==> src/rtl/mem_arbiter.sv <==
// ---------------------------------------------------------------------------
// mem_arbiter
//
// Two-master round-robin arbiter sharing one picorv32-native memory port.
// One transaction is forwarded at a time and never interleaved. A granted
// transaction is followed by one dead RELEASE cycle. This keeps a master
// that still holds valid after its ready from being issued a second time.
//
// Optional build macro: ARB_TIMEOUT_EN
//   When defined, a stalled grant is force-completed after TIMEOUT_CYCLES
//   grant cycles. The granted master then receives ready with 32'hDEADBEEF,
//   and timeout_err pulses for one cycle. When undefined, a grant waits
//   indefinitely and timeout_err is tied low.
//
// Parameters:
//   TIMEOUT_CYCLES  grant cycles before forced completion (timeout build only)
//   FIRST_GRANT     master that wins the first simultaneous request
//
// Ports:
//   clk, reset                 clock, asynchronous active-high reset
//   m0_mem_* / m1_mem_*        master-side valid/instr/wstrb/addr/wdata in,
//                              ready/rdata out
//   s_mem_*                    shared port: valid/instr/wstrb/addr/wdata out,
//                              ready/rdata in
//   grant                      one-hot current owner, 2'b00 when not granted
//   timeout_err                one-cycle pulse on forced completion
// ---------------------------------------------------------------------------
module mem_arbiter #(
    parameter int unsigned TIMEOUT_CYCLES = 255,
    parameter int unsigned FIRST_GRANT    = 0
) (
    input  logic        clk,
    input  logic        reset,
    input  logic        m0_mem_valid,
    input  logic        m0_mem_instr,
    input  logic [3:0]  m0_mem_wstrb,
    input  logic [31:0] m0_mem_addr,
    input  logic [31:0] m0_mem_wdata,
    output logic        m0_mem_ready,
    output logic [31:0] m0_mem_rdata,
    input  logic        m1_mem_valid,
    input  logic        m1_mem_instr,
    input  logic [3:0]  m1_mem_wstrb,
    input  logic [31:0] m1_mem_addr,
    input  logic [31:0] m1_mem_wdata,
    output logic        m1_mem_ready,
    output logic [31:0] m1_mem_rdata,
    output logic        s_mem_valid,
    output logic        s_mem_instr,
    output logic [3:0]  s_mem_wstrb,
    output logic [31:0] s_mem_addr,
    output logic [31:0] s_mem_wdata,
    input  logic        s_mem_ready,
    input  logic [31:0] s_mem_rdata,
    output logic [1:0]  grant,
    output logic        timeout_err
);

    typedef enum logic [1:0] {
        IDLE    = 2'b00,
        GNT0    = 2'b01,
        GNT1    = 2'b10,
        RELEASE = 2'b11
    } state_t;

    state_t state_r;
    state_t state_next_s;
    logic   last_r;        // master that completed most recently
    logic   last_next_s;
    logic   timeout_hit_s; // forced completion of the current grant this cycle

`ifdef ARB_TIMEOUT_EN
    logic [31:0] tmo_cnt_r;

    // Timeout counter: cleared whenever no grant is active, counts stalled grant cycles.
    always_ff @(posedge clk or posedge reset) begin
        if (reset) begin
            tmo_cnt_r <= 32'd0;
        end else if ((state_r == GNT0) || (state_r == GNT1)) begin
            if (!s_mem_ready) begin
                tmo_cnt_r <= tmo_cnt_r + 32'd1;
            end else begin
                tmo_cnt_r <= tmo_cnt_r;
            end
        end else begin
            tmo_cnt_r <= 32'd0;
        end
    end

    // The count reads k-1 in grant cycle k, so the hit lands on grant cycle
    // TIMEOUT_CYCLES. A slave ready in the same cycle takes priority.
    assign timeout_hit_s = ((state_r == GNT0) || (state_r == GNT1)) && !s_mem_ready &&
                           (tmo_cnt_r == 32'(TIMEOUT_CYCLES - 32'd1));
`else
    // TIMEOUT_CYCLES has no effect when the timeout is not compiled in.
    assign timeout_hit_s = (TIMEOUT_CYCLES == 32'd0) && 1'b0;
`endif

    assign timeout_err = timeout_hit_s;

    // The grant decodes straight from the state register, so it never glitches.
    assign grant = {(state_r == GNT1), (state_r == GNT0)};

    // State and round-robin history registers.
    always_ff @(posedge clk or posedge reset) begin
        if (reset) begin
            state_r <= IDLE;
            last_r  <= (FIRST_GRANT == 32'd0) ? 1'b1 : 1'b0;
        end else begin
            state_r <= state_next_s;
            last_r  <= last_next_s;
        end
    end

    // Next-state logic and shared-port / master-side output muxing.
    always_comb begin
        state_next_s = state_r;
        last_next_s  = last_r;
        s_mem_valid  = 1'b0;
        s_mem_instr  = 1'b0;
        s_mem_wstrb  = 4'b0000;
        s_mem_addr   = 32'd0;
        s_mem_wdata  = 32'd0;
        m0_mem_ready = 1'b0;
        m1_mem_ready = 1'b0;
        m0_mem_rdata = s_mem_rdata;
        m1_mem_rdata = s_mem_rdata;
        case (state_r)
            IDLE: begin
                if (m0_mem_valid && m1_mem_valid) begin
                    state_next_s = last_r ? GNT0 : GNT1;
                end else if (m0_mem_valid) begin
                    state_next_s = GNT0;
                end else if (m1_mem_valid) begin
                    state_next_s = GNT1;
                end else begin
                    state_next_s = IDLE;
                end
            end
            GNT0: begin
                // Valid follows the master even if it drops early. The grant
                // is held until the slave or the timeout completes it.
                s_mem_valid  = m0_mem_valid & ~timeout_hit_s;
                s_mem_instr  = m0_mem_instr;
                s_mem_wstrb  = m0_mem_wstrb;
                s_mem_addr   = m0_mem_addr;
                s_mem_wdata  = m0_mem_wdata;
                m0_mem_ready = s_mem_ready | timeout_hit_s;
                if (timeout_hit_s) begin
                    m0_mem_rdata = 32'hDEAD_BEEF;
                end else begin
                    m0_mem_rdata = s_mem_rdata;
                end
                if (s_mem_ready || timeout_hit_s) begin
                    state_next_s = RELEASE;
                    last_next_s  = 1'b0;
                end else begin
                    state_next_s = GNT0;
                end
            end
            GNT1: begin
                s_mem_valid  = m1_mem_valid & ~timeout_hit_s;
                s_mem_instr  = m1_mem_instr;
                s_mem_wstrb  = m1_mem_wstrb;
                s_mem_addr   = m1_mem_addr;
                s_mem_wdata  = m1_mem_wdata;
                m1_mem_ready = s_mem_ready | timeout_hit_s;
                if (timeout_hit_s) begin
                    m1_mem_rdata = 32'hDEAD_BEEF;
                end else begin
                    m1_mem_rdata = s_mem_rdata;
                end
                if (s_mem_ready || timeout_hit_s) begin
                    state_next_s = RELEASE;
                    last_next_s  = 1'b1;
                end else begin
                    state_next_s = GNT1;
                end
            end
            RELEASE: begin
                state_next_s = IDLE;
            end
            default: begin
                state_next_s = IDLE;
            end
        endcase
    end

endmodule

==> config.mk <==
export PLATFORM = sky130hd
export DESIGN_NAME = mem_arbiter
export DESIGN_NICKNAME = d
export VERILOG_FILES = /design/src/rtl/mem_arbiter.sv
export SDC_FILE = /design/constraint.sdc
export NUM_CORES = 1
export LEC_CHECK = 0
export CAP_MARGIN = 10
export CORE_AREA = 2 2 121 123
export DETAILED_ROUTE_END_ITERATION = 6
export DIE_AREA = 0 0 123 125
export SLEW_MARGIN = 20
export SYNTH_ARGS = -nofsm -noshare
export SYNTH_HDL_FRONTEND = slang
export SYNTH_SLANG_ARGS = --single-unit
==> constraint.sdc <==
create_clock -name clk -period 1.6 [get_ports clk]
set_input_delay 0.4 -clock clk [delete_from_list [all_inputs] [get_ports clk]]
set_output_delay 0.4 -clock clk [all_outputs]
set_load 0.03 [all_outputs]
==> flow_summary_export.csv, run 1 <==
group,metric,value,unit
drt,avgViaCountPerCell,4.02,
finish,final_core_util,30.3,%
drt,drtIter0Drc,32,
global_routing,antenna_found_initial,0,
critical_path,cp_max_fo,33,
global_routing,grt.overflow.total,0,
synth,synthDistinctLibCells,19,
synth,ys_warn_count,0,
critical_path,cp_slowest_stage_delay,0.40,ns
synth,syn_area_per_cell,7.60,um^2
drt,wl,8280,um
timing,min_period,2.02,ns
status,failed_checks,"negative setup slack",
critical_path,startpoint_type,"flip-flop",
critical_path,crit_family,"buffers and inverters",
global_routing,grt_pass1_wl,11900,um
finish,drive_above_1_share,49.3,%
die,die-area,0.0154,mm^2
clocking,clock_latency,0.23,ns
die,core-area,0.0142,mm^2
synth,ys_seq_elements,3,
timing,max_freq,495,MHz
global_routing,grt_start_max_net_pins,39,
drt,wire_per_inst,14.1,um
die,start_util,13.5,%
timing,finalSetupViolCount,73,
finish,num_antenna_cells,0,
synth,synth_xor_area_share,0,%
synth,synth_cells,253,
critical_path,cp.arrival,1.62,ns
drt,ant_nets,0,
flow_run,maxCapViolations,0,
critical_path,crit_type,"reg2out",
drt,drc,0,
die,dieHeight,125,um
synth,synth_top_family_by_area,"buffers and inverters",
drt,vias,2357,
timing,final_max_slew_viol_count,0,
clocking,cts_max_path_buffers,2,
finish,n_fill_cell,1491,
synth,syn-cell-area,0.00192,mm^2
synth,synth-compound-area-share,30.4,%
timing,tns,-26.14,ns
critical_path,end_kind,"output pin",
global_routing,grt_pass1_vias,2443,
finish,area_delta_synth_final,124,%
placement,port_buffers,216,
die,ios,314,
clocking,tritoncts,"done",
clocking,cts.sinks,3,
timing,fin_ws,-0.422,ns
synth,synth-simple-area-share,24.9,%
die,die_w,123,um
synth,synth_nets,433,
timing,fin_skew,0.00284,ns
clocking,cts_max_level,1,
critical_path,worst-path-buf-inv,3,
die,rows,44,
status,status,"complete, but fails checks",
timing,rsz0062_at_grt,"yes",
clocking,numCtsBuffers,3,
clocking,cts_setup_buffers,0,
synth,muxShareOfSynthArea,0,%
synth,ys_seq_area_share,3.97,%
timing,hold_viol,0,
timing,min_period_over_period,126,%
clocking,clkTransAtPathRegs,0.03,ns
power,p_leak,1.64,nW
synth,synth_fa_ha_area_share,3.26,%
placement,gp_congestion,0.787,
power,p_per_area,2100,mW/mm^2
critical_path,required,1.20,ns
finish,seqCellArea,77.6,um^2
clocking,cts_root_buf,"clkbuf_16",
placement,hpwl,6160,um
critical_path,cp_slowest_cell,"dfrtp_1",
critical_path,crit_path_cell_trace,"buf_4 -> ha_4 -> buf_12 -> a22oi_1 -> nor2b_2 -> buf_6",
power,ir_worst_vdd,0.000754,V
hold_path,hold_class,"in2async",
drt,drt-pass1-iter-count,4,
finish,multi_input_area,0.00149,mm^2
finish,fin_nets,583,
timing,whs,0.347,ns
global_routing,grt.total_usage,9.38,%
## cells in the mapped netlist
cell type,n,area [um^2]
nor2b_1,70,438
buf_4,66,495
a22oi_1,63,473
buf_6,16,180
a22oi_2,7,87.6
clkbuf_1,7,26.3
ha_1,5,62.6
inv_1,4,15.0
nand2_1,3,11.3
a21oi_1,2,10.0
dfrtp_1,2,50.1
a22o_1,1,8.76
and2_1,1,6.26
and2_2,1,7.51
conb_1,1,3.75
dfstp_2,1,26.3
nor3_1,1,5.00
nor3_2,1,10.0
o21ai_0,1,5.00
## worst reg2reg max path, stage by stage, from the launching register on
cell and delay (ns):
dfrtp_2 0.42, inv_4 0.07, buf_4 0.13, ha_1 0.23, and2_1 0.18, buf_4 0.13, nor3_1 0.13, a21oi_1 0.06
## power by group
group	internal (mW)	total [mW]	leakage, nW	switching, mW
clock	0.329	0.399	0.0382	0.0705
sequential	0.130	0.179	0.0334	0.0497
combinational	4.15	8.47	1.56	4.32
## layout make-up
cell class,instances,area share [%]
multi-input combinational,157,34.5
inverter,4,0.407
sequential,3,1.80
timing repair buffer,234,56.1
tap,184,5.35
clock buffer,4,1.83
## metrics by stage
step	area [um^2]	cells	power, mW	worst slack, ns
2_1_floorplan	2210	253	5.90	-0.109
3_3_place_gp	3910	580	7.80	-0.148
3_5_place_dp	3910	580	7.88	-0.193
4_1_cts	4190	585	8.87	-0.411
5_1_grt	4300	586	9.54	-0.457
6_report	4300	586	9.04	-0.422
## state kept, by name, indices dropped and copies added, names as in the netlist
register / flops
state_r: 2
last_r: 1
## cell families (layout without fill, tap and decap cells)
family,count (synthesis),in the layout
buffers and inverters,93,242
and+or+nand+nor,77,77
AOI/OAI and AO/OA,74,74
adders and majority gates,5,5
DFF,3,3
other,1,1
## worst paths after layout
kind / start / to / slack (ns) / cells past startpoint
max in group asynchronous: reset / last_r$_DFFE_PP1P_ / 1.04 / 2
max reg2reg: state_r[0]$_DFF_PP0_ / state_r[0]$_DFF_PP0_ / 0.14 / 7
min in group clk: last_r$_DFFE_PP1P_ / last_r$_DFFE_PP1P_ / 0.59 / 1
max: state_r[1]$_DFF_PP0_ / s_mem_wdata[19] / -0.42 / 6
min: reset / state_r[1]$_DFF_PP0_ / 0.35 / 2
min reg2reg: last_r$_DFFE_PP1P_ / last_r$_DFFE_PP1P_ / 0.59 / 1
## what timing repair did
action                     in CTS  in global routing
gates cloned                    1                  1
hold buffers                    0                  0
resized for setup              47                 20
pin swaps                       0                  0
setup endpoints to repair      73                 74
## layer usage
| layer | GRT usage, % | vias up | share of wire (%) |
|---|---|---|---|
| met5 | 0 | - | 0 |
| met4 | 2.41 | 0 | 1.8 |
| met3 | 2.28 | 27 | 11 |
| met2 | 18.5 | 134 | 52 |
| met1 | 9.57 | 1081 | 36 |
| li1 | - | 1115 | - |
## cells in the final DEF (no fill, tap or decap)
cell             Yosys  layout
dfrtp_1              2       1
nand2_1              3       3
inv_1                4       2
buf_6               16      50
buf_12               0       6
inv_2                0       1
dfrtp_2              0       1
clkbuf_16            0       4
o21ai_0              1       1
clkbuf_1             7       1
ha_1                 5       2
ha_4                 0       3
a22o_1               1       1
dfstp_2              1       1
buf_16               0       1
a22oi_1             63      46
nor2b_4              0      12
conb_1               1       1
a22oi_2              7      24
clkdlybuf4s50_1      0     142
nor2b_2              0      58
buf_4               66      34
a21oi_1              2       2
nor3_1               1       1
and2_1               1       1
inv_4                0       1
nor3_2               1       1
and2_2               1       1
(Power assumes the default switching activity.)
==> inputs of run 2 (changes only) <==
ABC_AREA = 1   (was unset)
CORE_AREA = 2 2 122 124   (was 2 2 121 123)
DIE_AREA = 0 0 124 126   (was 0 0 123 125)
==> run 2 against run 1 <==
Net effect:
- the run still ends with negative setup slack left
- non-clock buffer count rose by 23
- worst hold slack improved by 0.0063 ns
- register-to-register slack improved by 0.09 ns
- largest cell class unchanged
- critical endpoint is now s_mem_addr[1]
- synthesized area down 7.9%
- first-iteration DRC count grew 140%
- setup slack worse by 0.014 ns
- sequential share of layout area is 0.19 points lower
- fmax shrank 0.69%
- sequential power shrank 17%
- clock skew decreased by 0.0020 ns
==> flow_summary_export.csv, run 2 <==
group,metric,value,unit
placement,dp_cells,671,
critical_path,cp_num_cells,7,
die,die-area,0.0156,mm^2
synth,synth_top_area_share,32.7,%
timing,fin_ws,-0.436,ns
synth,synth_edf_count,0,
clocking,cts.sinks,3,
power,p_leak,1.82,nW
finish,num_antenna_cells,0,
global_routing,met3_usage,3.40,%
critical_path,r2r_slack,0.23,ns
critical_path,crit_path_cell_trace,"inv_2 -> ha_4 -> buf_12 -> clkbuf_16 -> nand2_1 -> a21oi_2 -> buf_6",
finish,top_register,"state_r",
power,clockPowerShare,4.6,%
global_routing,antenna_found_initial,0,
finish,layout_common_cells,"clkdlybuf4s50_1, nand2_1, buf_6, a21oi_2, buf_4",
finish,area_delta_synth_final,167,%
global_routing,grt_pass1_vias,2579,
drt,ant_nets,0,
clocking,tritoncts,"done",
critical_path,crit_type,"reg2out",
timing,min_period,2.04,ns
finish,reg.largest.list,"state_r (2), last_r (1)",
hold_path,hold_class,"in2async",
power,p_sw_share,51.9,%
clocking,cts_max_level,1,
synth,synthDistinctLibCells,13,
clocking,cts_root_buf,"clkbuf_16",
drt,drc,0,
synth,ys_warn_count,0,
critical_path,r2r_end,"state_r[1]$_DFF_PP0_",
clocking,cts_max_path_buffers,2,
drt,wl,10300,um
placement,hpwl,6640,um
power,combPwrFrac,93.7,%
die,core-area,0.0143,mm^2
finish,fin_nets,687,
synth,synth_commonest_cells,"nand2_1, a21oi_1, buf_4, inv_1",
timing,hold_viol,0,
synth,async_flop_share,100,%
synth,ys_seq_area_share,4.31,%
status,failed_checks,"negative setup slack",
die,ios,314,
critical_path,r2r_start,"state_r[0]$_DFF_PP0_",
placement,gp_congestion,0.742,
timing,tns,-25.76,ns
placement,port_buffers,216,
critical_path,crit_family,"buffers and inverters",
finish,n_fill_cell,1489,
clocking,cts_hold_buf,0,
finish,largest_register_ffs,2,
power,p_per_area,1850,mW/mm^2
die,dieHeight,126,um
drt,drtIter0Drc,77,
finish,final_common_cell,"clkdlybuf4s50_1",
power,ir_worst_vdd,0.000907,V
timing,finalSetupViolCount,73,
global_routing,grt_start_max_net_pins,39,
critical_path,ff2ff_path_depth,8,
timing,rsz0062_at_grt,"yes",
global_routing,grt.total_usage,10.8,%
die,rows,44,
synth,syn_area_per_cell,5.30,um^2
global_routing,grtUsageMet1,11.4,%
global_routing,top_usage_layer,"met2",
timing,min_period_over_period,127,%
global_routing,grt_pass1_wl,13100,um
power,internal_power,4.20,mW
synth,ys_seq_elements,3,
placement,pre_cts_ws,-0.272,ns
status,status,"complete, but fails checks",
synth,synth_cells,334,
global_routing,grt.overflow.total,0,
die,die_w,124,um
finish,drive_above_1_share,42.1,%
synth,synth_area_leaders,"nand2_1, buf_4, a21oi_1",
power,power,8.75,mW
synth,synthFlopType,"dfrtp_1",
critical_path,end_kind,"output pin",
timing,max_freq,491,MHz
synth,synth_nets,514,
clocking,clock_latency,0.22,ns
flow_run,maxCapViolations,0,
drt,drt-pass1-iter-count,4,
critical_path,startpoint_type,"flip-flop",
power,power_frac_seq,1.7,%
synth,syn-cell-area,0.00177,mm^2
synth,synth_top_cell_by_area,"nand2_1",
critical_path,cp_max_fo,7,
die,start_util,12.4,%
finish,seqCellArea,76.3,um^2
finish,multi_input_area,0.00144,mm^2
power,power_switching,4.54,mW
critical_path,cp.arrival,1.64,ns
critical_path,crit_path_start,"state_r[1]$_DFF_PP0_",
clocking,numCtsBuffers,3,
global_routing,grtUsageMet2,20.3,%
drt,wire_per_inst,14.9,um
timing,fin_skew,0.000848,ns
critical_path,worst-path-buf-inv,4,
finish,fin_cells,690,
drt,vias,2711,
drt,avgViaCountPerCell,3.93,
critical_path,crit_end,"s_mem_addr[1]",
clocking,clkTransAtPathRegs,0.03,ns
critical_path,cp_slowest_cell,"dfrtp_1",
synth,yosysMostFrequentCell,"nand2_1",
critical_path,cp_slowest_stage_delay,0.37,ns
critical_path,required,1.20,ns
timing,final_max_slew_viol_count,0,
-- run 2: cell families (layout without fill, tap and decap cells) --
group,Yosys count,count (layout),share of synthesized area (%)
AOI/OAI and AO/OA,70,70,19.8
adders and majority gates,5,5,3.53
buffers and inverters,99,271,38.9
DFF,3,3,4.31
other,1,1,0.212
and+or+nand+nor,156,156,33.2
-- run 2: final cells by class --
type | count | share of cell area [%]
Sequential cell | 3 | 1.62
Inverter | 10 | 0.954
Timing Repair Buffer | 257 | 60.4
Tap cell | 184 | 4.88
Multi-Input combinational cell | 232 | 30.5
Clock buffer | 4 | 1.67
-- run 2: per-stage QoR --
step / util, % / cell area, um^2 / hold WS (ns)
2_1_floorplan: - / 1830 / 0.153
3_3_place_gp: 25.6 / 3670 / 0.463
3_5_place_dp: 25.6 / 3670 / 0.465
4_1_cts: 30.7 / 4400 / 0.354
5_1_grt: 33.0 / 4720 / 0.392
6_report: 33.0 / 4720 / 0.353
-- run 2: worst register-to-register path: stages (launching register included) --
cell and delay [ns]:
dfrtp_1 0.39, buf_4 0.15, ha_4 0.20, clkbuf_16 0.20, nand2_4 0.08, buf_4 0.10, nand2_1 0.04, nand2_1 0.05
nand2_1 0.05
-- run 2: power by group through the flow --
| stage | sequential, mW | combinational (mW) | clock, mW |
|---|---|---|---|
| 2_1_floorplan | 0.147 | 3.58 | 0 |
| 3_3_place_gp | 0.148 | 5.66 | 0 |
| 3_5_place_dp | 0.149 | 5.65 | 0 |
| 4_1_cts | 0.149 | 7.46 | 0.410 |
| 5_1_grt | 0.156 | 8.72 | 0.419 |
| 6_report | 0.149 | 8.20 | 0.398 |
-- run 2: per-layer routing --
| layer | share of wire, % | routed length [um] | vias up |
|---|---|---|---|
| met2 | 49 | 5080 | 165 |
| met3 | 11 | 1080 | 27 |
| li1 | - | - | 1328 |
| met1 | 37 | 3830 | 1191 |
| met4 | 2.8 | 283 | 0 |
| met5 | 0 | 0 | - |
-- run 2: worst min path at each step --
stage | startpoint | to | slack, ns
floorplan | reset | state_r[0]$_DFF_PP0_ | 0.15
global placement | last_r$_DFFE_PP1P_ | last_r$_DFFE_PP1P_ | 0.46
detailed placement | last_r$_DFFE_PP1P_ | last_r$_DFFE_PP1P_ | 0.47
CTS | reset | state_r[1]$_DFF_PP0_ | 0.35
global route | reset | state_r[0]$_DFF_PP0_ | 0.39
finish | reset | state_r[1]$_DFF_PP0_ | 0.35
-- run 2: what timing repair did --
action | 4_1_cts | 5_1_grt
gates resized for setup | 135 | 47
pin swaps | 5 | 23
endpoints found under the setup margin | 73 | 73
buffers inserted | 3 | 4
gates cloned | 4 | 4
